===== src/rtl/bit_serializer_pkg.sv =====
`default_nettype none
// bit_serializer_pkg: FSM encoding shared by the serializer and by benches
// that chain it into the 1010 detector.  Rev 1.0
package bit_serializer_pkg;

  typedef enum logic {
    ST_IDLE  = 1'b0,
    ST_SHIFT = 1'b1
  } state_t;

  localparam logic [3:0] DET_PATTERN = 4'b1010;

endpackage
`default_nettype wire


===== src/rtl/bit_serializer.sv =====
`default_nettype none
// bit_serializer: valid/ready parallel word in, one bit per enabled clock out,
// back-to-back words with no gap bit.  Rev 1.0
module bit_serializer
  import bit_serializer_pkg::*;
#(
  parameter int   WIDTH     = 8,
  parameter int   MSB_FIRST = 1,
  parameter logic IDLE_BIT  = 1'b0
) (
  input  logic             clk,
  input  logic             reset,
  input  logic [WIDTH-1:0] din,
  input  logic             din_valid,
  output logic             din_ready,
  input  logic             enable,
  output logic             x_out,
  output logic             x_valid,
  output logic             busy,
  output logic             frame_done
);

  localparam int             CW       = $clog2(WIDTH);
  localparam logic [CW-1:0]  CNT_LAST = CW'(WIDTH - 1);

  state_t           state_q, state_d;
  logic [WIDTH-1:0] shreg_q, shreg_d;
  logic [CW-1:0]    cnt_q, cnt_d;
  logic             frame_done_q, frame_done_d;
  logic             last_bit;

  assign last_bit   = (cnt_q == CNT_LAST);
  assign frame_done = frame_done_q;

  always_comb begin
    state_d      = state_q;
    shreg_d      = shreg_q;
    cnt_d        = cnt_q;
    frame_done_d = 1'b0;
    x_out        = IDLE_BIT;
    x_valid      = 1'b0;
    busy         = 1'b0;
    din_ready    = 1'b0;

    case (state_q)
      ST_IDLE: begin
        // enable is deliberately ignored here so a word can be taken while stalled
        din_ready = 1'b1;
        if (din_valid) begin
          shreg_d = din;
          cnt_d   = '0;
          state_d = ST_SHIFT;
        end
      end

      ST_SHIFT: begin
        x_valid   = 1'b1;
        busy      = 1'b1;
        x_out     = (MSB_FIRST != 0) ? shreg_q[WIDTH-1] : shreg_q[0];
        din_ready = last_bit && enable;
        if (enable) begin
          if (!last_bit) begin
            if (MSB_FIRST != 0) shreg_d = {shreg_q[WIDTH-2:0], 1'b0};
            else                shreg_d = {1'b0, shreg_q[WIDTH-1:1]};
            cnt_d = cnt_q + 1'b1;
          end else begin
            frame_done_d = 1'b1;
            // Reload on the last bit keeps the bit stream contiguous across words
            if (din_valid) begin
              shreg_d = din;
              cnt_d   = '0;
            end else begin
              state_d = ST_IDLE;
            end
          end
        end
      end

      default: state_d = ST_IDLE;
    endcase
  end

  always_ff @(posedge clk or negedge reset) begin
    if (!reset) begin
      state_q      <= ST_IDLE;
      shreg_q      <= '0;
      cnt_q        <= '0;
      frame_done_q <= 1'b0;
    end else begin
      state_q      <= state_d;
      shreg_q      <= shreg_d;
      cnt_q        <= cnt_d;
      frame_done_q <= frame_done_d;
    end
  end

endmodule
`default_nettype wire


===== config.mk =====
export PLATFORM = sky130hd
export DESIGN_NAME = bit_serializer
export DESIGN_NICKNAME = d
export VERILOG_FILES = /design/src/rtl/bit_serializer_pkg.sv /design/src/rtl/bit_serializer.sv
export SDC_FILE = /design/constraint.sdc
export NUM_CORES = 1
export LEC_CHECK = 0
export CORE_UTILIZATION = 51
export DETAILED_ROUTE_END_ITERATION = 12
export PLACE_DENSITY = 0.81
export SETUP_SLACK_MARGIN = 0.5
export SYNTH_ARGS = -nofsm -noshare
export SYNTH_HDL_FRONTEND = slang
export SYNTH_SLANG_ARGS = --single-unit
export TNS_END_PERCENT = 1

===== constraint.sdc =====
create_clock -name clk -period 3.2 [get_ports clk]
set_input_delay 0.64 -clock clk [delete_from_list [all_inputs] [get_ports clk]]
set_output_delay 0.64 -clock clk [all_outputs]
set_load 0.03 [all_outputs]

## After elaboration in Yosys (flattened, before gate mapping)

Cells that the tools add are included.

| word-level totals | value |
|---|---|
| register bits | 13 |
| bits of input ports | 12 |
| output and inout port bits | 5 |

| cells by class | value |
|---|---|
| add/sub/neg operators | 1 |
| equal/unequal tests | 2 |
| multiplexer cells | 18 |
| bitwise operators | 1 |
| reduce and logical (&&, ||, !) cells | 1 |

Operator list:

| kind | count |
|---|---|
| 8-bit two-way mux | 3 |
| 8-bit case mux with 2 select lines | 1 |
| 3-bit two-way mux | 3 |
| 1-bit two-way mux | 8 |
| 3-bit case mux with 2 select lines | 1 |
| 1-bit case mux with 2 select lines | 2 |
| 3-bit by 1-bit adder with 3-bit output, second input constant | 1 |
| 3-bit == test, second input constant | 1 |
| 2-bit inequality test, second input constant | 1 |
| 1-bit logical AND | 1 |
| 1-bit inverter | 1 |

## Depth between registers and ports, before layout

| depth | value |
|---|---|
| depth in word-level cells | 4 |
| gate-level depth with buffers | 6 |

## Least setup slack after synthesis

OpenSTA, ideal clock, no wires.

| timing path | value |
|---|---|
| path kind | reg2reg |
| start point | register cnt_q[0] |
| end point | register shreg_q[3] |
| library setup time | 0.125 ns |
| data arrival time | 1.628 ns |
| required time | 3.075 ns |
| setup slack | 1.447 ns |
| stages on the path, launching flop included | 7 |
| period minus slack after synthesis | 1.753 ns |
| cell sequence | dfrtp_1 -> ha_1 -> ha_1 -> nor2b_1 -> buf_6 -> mux2_4 -> mux2_2 |

| on the way | value |
|---|---|
| cells in the longest elaborated chain, start to end | 4 |

Ends and longest elaborated chain:

| element | line | source |
|---|---|---|
| from (decl) | bit_serializer.sv:28 | `logic [CW-1:0] cnt_q, cnt_d;` |
| from (signal assigned) | bit_serializer.sv:92 | `cnt_q <= cnt_d;` |
| 3-bit == test | bit_serializer.sv:32 | `assign last_bit = (cnt_q == CNT_LAST);` |
| 8-bit two-way mux | bit_serializer.sv:62 | `if (!last_bit) begin` |
| 8-bit two-way mux | bit_serializer.sv:61 | `if (enable) begin` |
| 8-bit case mux with 2 select lines | bit_serializer.sv:45 | `case (state_q)` |
| to (signal assigned) | bit_serializer.sv:91 | `shreg_q <= shreg_d;` |
| to (decl) | bit_serializer.sv:27 | `logic [WIDTH-1:0] shreg_q, shreg_d;` |

Every way passes these cells. The select of a mux whose other input is x is not followed.
A chain may end at the register's enable or synchronous reset.

## Worst setup path after layout

| timing path | value |
|---|---|
| start point | input enable |
| end point | output din_ready |

| on the way | value |
|---|---|
| cells in the longest elaborated chain, start to end | 2 |

Ends and longest elaborated chain:

| element | line | source |
|---|---|---|
| from (decl) | bit_serializer.sv:16 | `input logic enable,` |
| 1-bit logical AND | bit_serializer.sv:60 | `din_ready = last_bit && enable;` |
| 1-bit case mux with 2 select lines | bit_serializer.sv:45 |  |
| to (decl) | bit_serializer.sv:15 | `output logic din_ready,` |

Every way passes these cells.

==> results.sh <==
export IMPL_status="finished clean"
export IMPL_reg2reg_to="shreg_q[6]"
export IMPL_path_clk_slew_ps=70
export IMPL_power_leakage_nw=0.436
export IMPL_regArea_um2=325
export IMPL_track_usage_pct=22.5
export IMPL_finalHoldViolCount=0
export IMPL_dr_pass1_iters=4
export IMPL_swShare_pct=32.5
export IMPL_syn_to_final_growth_pct=26.2
export IMPL_dp_cells=92
export IMPL_synth_compound_gate_area_share_pct=18.8
export IMPL_design_area_um2=922
export IMPL_p_switching_mw=0.217
export IMPL_die_w_um=39.9
export IMPL_synth_area_um2=731
export IMPL_finalClockSkew_ps=1.11
export IMPL_start_util_pct=55.5
export IMPL_r2r_slack_ps=1110
export IMPL_drt_iter0_markers=13
export IMPL_min_period_ps=2580
export IMPL_clockBufferDepth=2
export IMPL_multi_input_area_um2=358
export IMPL_hold_depth=1
export IMPL_fmax_ghz=0.388
export IMPL_muxShareOfSynthArea_pct=15.8
export IMPL_fin_nets=97
export IMPL_synth_avg_cell_area_um2=11.6
export IMPL_cts_made_buffers=3
export IMPL_cts_resized=0
export IMPL_placementRows=13
export IMPL_crit_path_end_kind="primary output"
export IMPL_diodes=0
export IMPL_crit_arrival_ps=1940
export IMPL_die_y_um=39.9
export IMPL_p_clk_share_pct=15.1
export IMPL_drt_wl_total_um=1390
export IMPL_finalSetupViolCount=0
export IMPL_p_int_mw=0.450
export IMPL_drc_errors=0
export IMPL_worstSetupPathType="input pin to primary output"
export IMPL_pin_count=17
export IMPL_required_ps=2560
export IMPL_relSlewSlack_pct=62.0
export IMPL_min_path_type="flip-flop to flip-flop"
export IMPL_seqPwrFrac_pct=41.0
export IMPL_critPathLaunchType="input pin"
export IMPL_via_per_inst=5.93
export IMPL_finalCritPeriodShare_pct=80.6
export IMPL_fin_util_pct=70.0
export IMPL_wl_per_cell_um=14.5
export IMPL_grt_antenna_before_repair=0
export IMPL_postRouteAntennaNets=0
export IMPL_stdcell_count=96
export IMPL_synthDistinctLibCells=24
export IMPL_yosysWarnings=0
export IMPL_cts_root_buf="clkbuf_4"
export IMPL_cts_tree="done"
export IMPL_r2r_cells=6
export IMPL_gp_congestion=0.756
export IMPL_vdd_drop_max_v=0.000463
export IMPL_cp_endpoint="din_ready"
export IMPL_rsz0062_at_grt="false"
export IMPL_io_buffer_count=16
export IMPL_powerDensity_nw_per_um2=722
export IMPL_yosysSeqAreaShare_pct=44.5
export IMPL_hold_buffers=0
export IMPL_grt_max_degree=15
export IMPL_netlist_instances=63
export IMPL_grt_first_pass_wirelength_um=2140
export IMPL_clock_sinks=13
export IMPL_synth_seq_cells=13
export IMPL_reg2reg_from="cnt_q[0]"
export IMPL_n_fill_cell=97
export IMPL_vias=569
export IMPL_grt_overflow_total=0
export IMPL_setup_tns_ps=0
export IMPL_dp_final_hpwl_um=1000
export IMPL_core_um2=1320
export IMPL_synth_top_family_by_area="compound AO/OA/AOI/OAI gates"
export IMPL_grt_pass1_vias=503
export IMPL_synthSimpleGateAreaFrac_pct=9.25
export IMPL_syn_num_nets=78
export IMPL_worst_pin_slew_ps=568
export IMPL_clk_latency_ps=280
export IMPL_critPathMaxFanout=3
export IMPL_pwr_share_comb_pct=44.0
export IMPL_slew_viol_final=0
export IMPL_synth_fa_ha_area_share_pct=5.14
export IMPL_synth_xor_area_share_pct=0
export IMPL_placed_cell_area_um2=896
export IMPL_drive_gt1_share_pct=17.3
export IMPL_die_area_um2=1590
export IMPL_post_cts_setup_buffers=0
export IMPL_crit_start="enable"
export IMPL_drv_cap=0
export IMPL_h_tree_depth=1
[power by group through the flow]
stage	clock (mW)	combinational (mW)	sequential (mW)
floorplan	0	0.225	0.266
global placement	0	0.285	0.272
detailed placement	0	0.295	0.276
CTS	0.104	0.296	0.273
global route	0.109	0.317	0.282
finish	0.100	0.293	0.273
[cell usage in the layout, fill, tap and decap left out, types with 3 or more instances in the layout]
| cell type | synthesis | layout |
|---|---|---|
| a22o_1 | 6 | 6 |
| dfrtp_1 | 13 | 13 |
| clkdlybuf4s50_1 | 0 | 16 |
| ha_1 | 3 | 3 |
| mux2_4 | 4 | 4 |
| clkbuf_4 | 0 | 3 |
| mux2_2 | 4 | 4 |
| inv_1 | 5 | 5 |
| nand2_1 | 3 | 3 |
[synth_stat cells]
cell,n,share of area (%)
a21boi_1,1,1.0
a21o_1,1,1.0
a21oi_1,2,1.4
a221o_1,1,1.4
a221oi_1,2,2.4
a22o_1,6,7.2
and2_1,1,0.86
buf_2,2,1.4
buf_4,1,1.0
buf_6,1,1.5
dfrtp_1,13,45
ha_1,3,5.1
inv_1,5,2.6
mux2_2,4,6.2
mux2_4,4,8.2
mux2i_1,1,1.4
nand2_1,3,1.5
nand2b_1,2,1.7
nand3b_1,1,1.0
nor2_1,2,1.0
nor2b_1,2,1.7
nor3_1,2,1.4
o22ai_1,2,1.7
o22ai_4,1,2.7
[stage by stage]
stage          hold slack [ps]  worst slack, ps  power [mW]
2_1_floorplan              344             1450       0.491
3_3_place_gp               483              632       0.557
3_5_place_dp               498              624       0.571
4_1_cts                    512              623       0.673
5_1_grt                    528              553       0.708
6_report                   507              622       0.666
[flip-flops by register name, indices dropped and copies added (netlist names)]
name	count
cnt_q	3
state_q	1
frame_done	1
shreg_q	8
[cell families (layout without fill, tap and decap cells)]
logic type | count (synthesis) | after routing
flops | 13 | 13
compound gates | 16 | 16
mux | 9 | 9
fa+ha+maj | 3 | 3
buf+inv | 9 | 27
simple gates | 13 | 13
[worst min path at each step]
| stage | start | endpoint | slack [ps] |
|---|---|---|---|
| 5_1_grt | shreg_q[0] | shreg_q[0] | 530 |
| 3_3_place_gp | shreg_q[7] | shreg_q[7] | 480 |
| 2_1_floorplan | reset | cnt_q[0] | 340 |
| 6_report | shreg_q[5] | shreg_q[5] | 510 |
| 3_5_place_dp | shreg_q[5] | shreg_q[5] | 500 |
| 4_1_cts | shreg_q[5] | shreg_q[5] | 510 |
[critical path: stages]
cell and delay (ps):
clkdlybuf4s50_1 480, nand2_1 80, nand2_1 70, clkdlybuf4s50_1 660
[cell type report]
cell class | count | share of cell area (%)
multi-input cells | 41 | 38.8
flip-flops and latches | 13 | 35.3
repair buffers | 18 | 19.0
clock buffers | 4 | 2.85
inverters | 5 | 2.04
well taps | 15 | 2.04
[per-layer routing]
layer | up-vias | track usage (%) | wire length, um | part of all wire [%]
li1 | 264 | - | - | -
met5 | - | 0 | 0 | 0
met2 | 30 | 36.5 | 662 | 48
met1 | 268 | 21.8 | 568 | 41
met3 | 7 | 9.09 | 106 | 7.6
met4 | 0 | 19.0 | 50 | 3.6
Power figures use the tool's default switching activity.
